==> config.mk <==
export PLATFORM = sky130hd
export DESIGN_NAME = span_margin_sequencer
export DESIGN_NICKNAME = d
export VERILOG_FILES = /design/src/rtl/span_cme_pkg.sv /design/src/rtl/phase_timer.sv /design/src/rtl/span_margin_sequencer.sv
export SDC_FILE = /design/constraint.sdc
export NUM_CORES = 1
export LEC_CHECK = 0
export CORE_MARGIN = 1.5
export CORE_UTILIZATION = 35
export CTS_CLUSTER_SIZE = 24
export DETAILED_ROUTE_END_ITERATION = 10
export GPL_TIMING_DRIVEN = 1
export PLACE_DENSITY = 0.53
export SLEW_MARGIN = 15
export SYNTH_ARGS = -nofsm -noshare
export SYNTH_HDL_FRONTEND = slang
export SYNTH_SLANG_ARGS = --single-unit
==> constraint.sdc <==
create_clock -name clk -period 4.1 [get_ports clk]
set_input_delay 0.41 -clock clk [delete_from_list [all_inputs] [get_ports clk]]
set_output_delay 0.41 -clock clk [all_outputs]
set_load 0.01 [all_outputs]
==> src/rtl/span_cme_pkg.sv <==
// Shared types and constants for the SPAN initial-margin sequencer.
package span_cme_pkg;

    localparam int unsigned MARGIN_W_DEFAULT = 16;

    typedef enum logic [2:0] {
        ST_IDLE,
        ST_SCAN_REQ,
        ST_SCAN_WAIT,
        ST_IMS_REQ,
        ST_IMS_WAIT,
        ST_SUM,
        ST_DONE
    } seq_state_t;

    localparam logic [1:0] ERR_NONE = 2'b00;
    localparam logic [1:0] ERR_SCAN = 2'b01;
    localparam logic [1:0] ERR_IMS  = 2'b10;

endpackage

==> src/rtl/phase_timer.sv <==
// Wait-phase cycle counter with terminal-count detect, shared by both engine phases.
module phase_timer #(
    parameter int unsigned TIMEOUT_CYCLES = 255
) (
    input  logic clk,
    input  logic rst_n,
    input  logic clear,
    input  logic enable,
    output logic expired_c
);

    localparam int unsigned CNT_W = $clog2(TIMEOUT_CYCLES + 1);

    logic [CNT_W-1:0] count;

    always_ff @(posedge clk or negedge rst_n) begin
        if (!rst_n) begin
            count <= '0;
        end else if (clear) begin
            count <= '0;
        end else if (enable && !expired_c) begin
            count <= count + CNT_W'(1);
        end
    end

    assign expired_c = (count == CNT_W'(TIMEOUT_CYCLES));

endmodule

==> src/rtl/span_margin_sequencer.sv <==
// Sequences scan-risk then inter-month engines and forms saturated initial margin.
module span_margin_sequencer
    import span_cme_pkg::*;
#(
    parameter int unsigned TIMEOUT_CYCLES = 255,
    parameter int unsigned MARGIN_W       = MARGIN_W_DEFAULT
) (
    input  logic                clk,
    input  logic                reset,
    input  logic                start,
    input  logic                abort,
    input  logic                ims_enable,
    output logic                scan_start,
    input  logic                scan_done,
    input  logic [MARGIN_W-1:0] scan_result,
    output logic                ims_start,
    input  logic                ims_done,
    input  logic [MARGIN_W-1:0] ims_result,
    output logic                busy,
    output logic                done,
    output logic [MARGIN_W-1:0] margin,
    output logic                margin_valid,
    output logic                ovf,
    output logic                error,
    output logic [1:0]          err_code
);

    seq_state_t          state;
    seq_state_t          state_next;
    logic                ims_en_q;
    logic [MARGIN_W-1:0] scan_q;
    logic [MARGIN_W-1:0] tsc_q;
    logic                timer_clear;
    logic                timer_enable;
    logic                timeout;
    logic [MARGIN_W:0]   sum_c;
    logic                accept;
    logic                aborting;

    phase_timer #(
        .TIMEOUT_CYCLES(TIMEOUT_CYCLES)
    ) u_phase_timer (
        .clk      (clk),
        .rst_n    (reset),
        .clear    (timer_clear),
        .enable   (timer_enable),
        .expired_c(timeout)
    );

    always_ff @(posedge clk or negedge reset) begin
        if (!reset) begin
            state <= ST_IDLE;
        end else begin
            state <= state_next;
        end
    end

    always_comb begin
        state_next   = state;
        timer_clear  = 1'b0;
        timer_enable = 1'b0;
        case (state)
            ST_IDLE: begin
                if (start && !abort) state_next = ST_SCAN_REQ;
            end
            ST_SCAN_REQ: begin
                timer_clear = 1'b1;
                state_next  = ST_SCAN_WAIT;
            end
            ST_SCAN_WAIT: begin
                if (scan_done)    state_next = ims_en_q ? ST_IMS_REQ : ST_SUM;
                else if (timeout) state_next = ST_DONE;
                else              timer_enable = 1'b1;
            end
            ST_IMS_REQ: begin
                timer_clear = 1'b1;
                state_next  = ST_IMS_WAIT;
            end
            ST_IMS_WAIT: begin
                if (ims_done)     state_next = ST_SUM;
                else if (timeout) state_next = ST_DONE;
                else              timer_enable = 1'b1;
            end
            ST_SUM:  state_next = ST_DONE;
            ST_DONE: state_next = ST_IDLE;
            default: state_next = ST_IDLE;
        endcase
        // abort wins over any engine completion in the same cycle
        if (abort && (state != ST_IDLE)) state_next = ST_IDLE;
    end

    assign accept   = (state == ST_IDLE) && (state_next == ST_SCAN_REQ);
    assign aborting = abort && (state != ST_IDLE);
    assign sum_c    = {1'b0, scan_q} + {1'b0, tsc_q};

    // Output strobes are registered from next-state so they coincide with the state.
    always_ff @(posedge clk or negedge reset) begin
        if (!reset) begin
            scan_start   <= 1'b0;
            ims_start    <= 1'b0;
            busy         <= 1'b0;
            done         <= 1'b0;
            ims_en_q     <= 1'b0;
            scan_q       <= '0;
            tsc_q        <= '0;
            margin       <= '0;
            margin_valid <= 1'b0;
            ovf          <= 1'b0;
            error        <= 1'b0;
            err_code     <= ERR_NONE;
        end else begin
            scan_start <= (state_next == ST_SCAN_REQ);
            ims_start  <= (state_next == ST_IMS_REQ);
            busy       <= (state_next != ST_IDLE);
            done       <= (state_next == ST_DONE);

            if (accept) begin
                ims_en_q     <= ims_enable;
                tsc_q        <= '0;
                margin_valid <= 1'b0;
                ovf          <= 1'b0;
                error        <= 1'b0;
                err_code     <= ERR_NONE;
            end

            if (aborting) begin
                margin_valid <= 1'b0;
            end else begin
                case (state)
                    ST_SCAN_WAIT: begin
                        if (scan_done) begin
                            scan_q <= scan_result;
                        end else if (timeout) begin
                            error    <= 1'b1;
                            err_code <= ERR_SCAN;
                        end
                    end
                    ST_IMS_WAIT: begin
                        if (ims_done) begin
                            tsc_q <= ims_result;
                        end else if (timeout) begin
                            error    <= 1'b1;
                            err_code <= ERR_IMS;
                        end
                    end
                    ST_SUM: begin
                        margin       <= sum_c[MARGIN_W] ? '1 : sum_c[MARGIN_W-1:0];
                        ovf          <= sum_c[MARGIN_W];
                        margin_valid <= 1'b1;
                    end
                    default: ;
                endcase
            end
        end
    end

endmodule
* After elaboration in Yosys (flattened, before gate mapping)
Cells that the tools add are included.
Storage, ports and cells: bits of input ports 39, output and inout port bits 25, register bits after elaboration 69
Operators by class: mux-type cells 38, $add $sub $neg 2, bitwise logic cells 1, reduce and logical (&&, ||, !) cells 14, equality and inequality tests 9
Operator list (number):
- two-way mux 16 bit | 5
- two-way mux 3 bit | 6
- one-hot mux 3 bit (6 select lines) | 1
- adder 16 x 16 -> 17 bit | 1
- two-way mux 8 bit | 2
- two-way mux 1 bit | 15
- two-way mux 2 bit | 6
- equality test 3 x 2 -> 1 bit, second input constant | 3
- equality test 3 bit, second input constant | 3
- nonzero test 3 bit | 3
- adder 8 x 1 -> 8 bit, second input constant | 1
- equality test 8 bit, second input constant | 1
- equality test 3 x 1 -> 1 bit, second input constant | 2
- logical AND 1 bit | 4
- one-hot mux 1 bit (2 select lines) | 2
- one-hot mux 2 bit (2 select lines) | 1
- zero test 3 bit | 1
- AND reduction 3 bit | 1
- zero test 1 bit | 2
- AND reduction 2 bit | 1
- nonzero test 2 bit | 1
- OR reduction 2 bit | 1
- inverter 1 bit | 1

* Depth between registers and ports, before layout
word-level depth 12, mapped depth 10

* Cells and area by module
A second synthesis with hierarchy kept.
Second synthesis, totals: cell total of the unflattened synthesis 338, area total of the unflattened synthesis 3563.4 um^2
Modules (own cells, without submodules):
- span_margin_sequencer | cells each 291, area an instance 3094.2 um^2, times used 1, sequential area each 1526.5 um^2
- phase_timer | cells each 47, area an instance 469.2 um^2, times used 1, sequential area each 200.2 um^2

* Worst setup path before layout
OpenSTA, ideal clock, no wires.
kind reg2reg, start register scan_q[0], end register margin[8], slack 1763 ps, clock period less this slack 2337 ps, buffers on the path 0, stages on the path, launching flop included 10, arrival time 2211 ps, path through dfrtp_1 -> ha_1 -> inv_1 -> fa_1 -> nor2b_1 -> o2111ai_1 -> nand4bb_1 -> a221o_1 -> a31o_4 -> o32a_1
On the way: word-level cells in the longest chain between the ends 2
RTL lines:
- start: declaration | RTL line span_margin_sequencer.sv:31 | logic [MARGIN_W-1:0] scan_q;
- start signal: assignment | RTL line span_margin_sequencer.sv:132 | scan_q <= scan_result;
- adder 16 x 16 -> 17 bit | RTL line span_margin_sequencer.sv:94 | assign sum_c = {1'b0, scan_q} + {1'b0, tsc_q};
- two-way mux 16 bit | RTL line span_margin_sequencer.sv:147 | margin <= sum_c[MARGIN_W] ? '1 : sum_c[MARGIN_W-1:0];
- end signal: assignment | RTL line span_margin_sequencer.sv:147
- end: declaration | RTL line span_margin_sequencer.sv:21 | output logic [MARGIN_W-1:0] margin,
Every way passes these cells. A chain may end at the register's enable or synchronous reset.

* Worst setup path after layout
start register scan_q[0], end register margin[12]
Same word-level chain as after synthesis.

==> results.json <==
{
  "status": "complete, no violations",
  "die_w_microns": 105,
  "viasPerCell": 5.12,
  "whs_ps": 220,
  "synth-seq-area-share_pct": 47.3,
  "dr.pass1.iters": 4,
  "hpwl_microns": 6020,
  "finClkSkew_ps": 8.81,
  "ys_ff_latch": 69,
  "synth_area_sq_um": 3650,
  "port_buffers": 63,
  "routabilityCongestion": 0.814,
  "setup_viol_count_final": 0,
  "peakVddDrop_mv": 0.285,
  "utilization_pct": 44.7,
  "p_per_area_nw_per_um2": 586,
  "pin_count": 64,
  "drt_iter0_markers": 115,
  "dieArea_sq_um": 11000,
  "worstPathRequired_ps": 4330,
  "path_cells": "ha_1, inv_1, fa_1, nor2b_1, o2111ai_1, nand4bb_1, a221o_1, a31o_4, o32a_1",
  "synthCells": 355,
  "vias": 2849,
  "fmax_ghz": 0.381,
  "cts.sinks": 69,
  "cpPeakStageDelay_ps": 410,
  "htree_levels": 3,
  "ctsHoldBuffers": 0,
  "die_h_microns": 105,
  "worst_pin_slew_ps": 972,
  "syn_avg_cell_area_sq_um": 10.3,
  "criticalPathCategory": "reg -> reg",
  "grt_usage_pct": 16.5,
  "worstPathArrival_ps": 2850,
  "ys.flop_type": "dfrtp_1",
  "cp-end-kind": "register",
  "final-hold-violation-count": 0,
  "cts_tree": "yes",
  "tns_ps": 0,
  "slew_viol_final": 0,
  "cts_setup_buffers": 0,
  "cts_resized": 0,
  "synth_cell_types": 63,
  "critPathLaunchType": "register",
  "grt_pass1_wl_microns": 14400,
  "relSlewSlack_pct": 35.2,
  "clkTransAtPathRegs_ps": 70,
  "grt_max_degree": 44,
  "grt_pass1_vias": 2853,
  "grt.overflow.total": 0,
  "fin_nets": 474,
  "insertion_delay_ps": 350,
  "syn2layout_area_growth_pct": 25.3,
  "cts_buffers": 9,
  "yosysWarnings": 0,
  "drive_above_1_share_pct": 11.4,
  "period_share_pct": 64.0,
  "p_leak_uw": 0.00205,
  "finalWirelength_microns": 8360,
  "design_area_sq_um": 4570,
  "rsz0062_at_grt": "no",
  "clk_path_buf_depth": 2,
  "post-route-drc-count": 0,
  "layout_common_cells": "dfrtp_1 (69), clkdlybuf4s50_1 (62), nand2_1 (53), o21ai_0 (25), nor2_1 (21)",
  "antenna_cells": 0,
  "antenna_left": 0,
  "cap_viol_max_count": 0,
  "synth_edf_count": 0,
  "min_period_ps": 2620,
  "start_util_pct": 35.6,
  "place_area_sq_um": 4400,
  "rows": 37,
  "antenna_found_initial": 0,
  "core_area_sq_um": 10200,
  "avgRoutedWirePerCell_microns": 15.0,
  "worst_path_max_delay_cell": "a221o_1",
  "cts_root_buf": "clkbuf_8",
  "worstHoldPathType": "in -> async",
  "path_max_fanout": 15,
  "syn-num-nets": 412,
  "ys_async_sr_fraction_pct": 100,
  "layout_commonest_cell": "dfrtp_1"
}
-- sequential cells by signal (all words and copies together) (netlist names) --
signal,flops
busy,1
done,1
err_code,2
error,1
ims_en_q,1
ims_start,1
margin,16
margin_valid,1
ovf,1
scan_q,16
scan_start,1
state,3
tsc_q,16
u_phase_timer.count,8
-- kinds of logic (layout without fill, tap and decap cells) --
logic type / count (synthesis) / after routing / synth area share (%)
AOI/OAI and AO/OA: 90 / 90 / 17.6
DFF: 69 / 69 / 47.3
buffers and inverters: 26 / 91 / 2.95
adders and majority gates: 18 / 18 / 6.38
muxes: 21 / 21 / 6.45
and+or+nand+nor: 118 / 118 / 16.2
xor gates and xnor gates: 13 / 13 / 3.12
-- metal layers --
layer  vias to the layer above  GRT usage [%]  wire [microns]
li1                       1399              -               -
met1                      1371           22.4            3960
met2                        70           26.1            3920
met3                         9           3.56             365
met4                         0           5.87             118
met5                         -              0               0
-- cell type report --
cell class | instances | area (sq um)
clock buffer | 12 | 155
tap | 136 | 170
multi-input combinational | 260 | 1820
fill | 1003 | 5660
inverter | 11 | 41.3
clock inverter | 2 | 10.0
sequential | 69 | 1730
timing repair buffer | 66 | 648
-- power by group --
group | internal [uW] | total, uW | switching [uW]
combinational | 586 | 1120 | 534
sequential | 896 | 1070 | 170
clock | 244 | 494 | 249
total | 1730 | 2680 | 953
-- cell usage after synthesis, types with 4 or more instances --
| cell type | instances | area share [%] |
|---|---|---|
| ha_1 | 17 | 5.8 |
| and3_1 | 5 | 0.86 |
| mux2_2 | 20 | 6.2 |
| o21ai_0 | 25 | 3.4 |
| a21o_1 | 4 | 0.82 |
| nand2b_1 | 5 | 0.86 |
| a21oi_1 | 18 | 2.5 |
| nand2_1 | 53 | 5.5 |
| nor2b_1 | 5 | 0.86 |
| nor2_1 | 21 | 2.2 |
| clkbuf_1 | 11 | 1.1 |
| dfrtp_1 | 69 | 47 |
| xnor2_1 | 6 | 1.4 |
| o22a_1 | 10 | 2.4 |
| xor2_1 | 7 | 1.7 |
| nand3_1 | 5 | 0.69 |
| inv_1 | 11 | 1.1 |
-- final timing paths --
path,start,end,slack (ps),cells past startpoint
min reg2reg,margin[3],margin[3],510,1
min,reset,tsc_q[3],220,1
max in group asynchronous,reset,tsc_q[13],2980,2
min in group clk,margin[3],margin[3],510,1
max reg2reg,scan_q[0],margin[12],1480,9
max,scan_q[0],margin[12],1480,9
-- critical path: cells and delay by family (launching register included) --
kind                       cells  cell delay, ps
AOI/OAI and AO/OA              4            1340
adders and majority gates      2             430
buffers and inverters          1              70
DFF                            1             380
and+or+nand+nor                2             290
-- stage by stage --
stage                     cells  total power [uW]  setup WS (ps)
after CTS                   556              2720           1450
after detailed placement    542              2200           1480
after global routing        556              2890           1260
final                       556              2680           1480
after floorplan             355              1790           1760
after global placement      542              2190           1520
(Power assumes the default switching activity.)
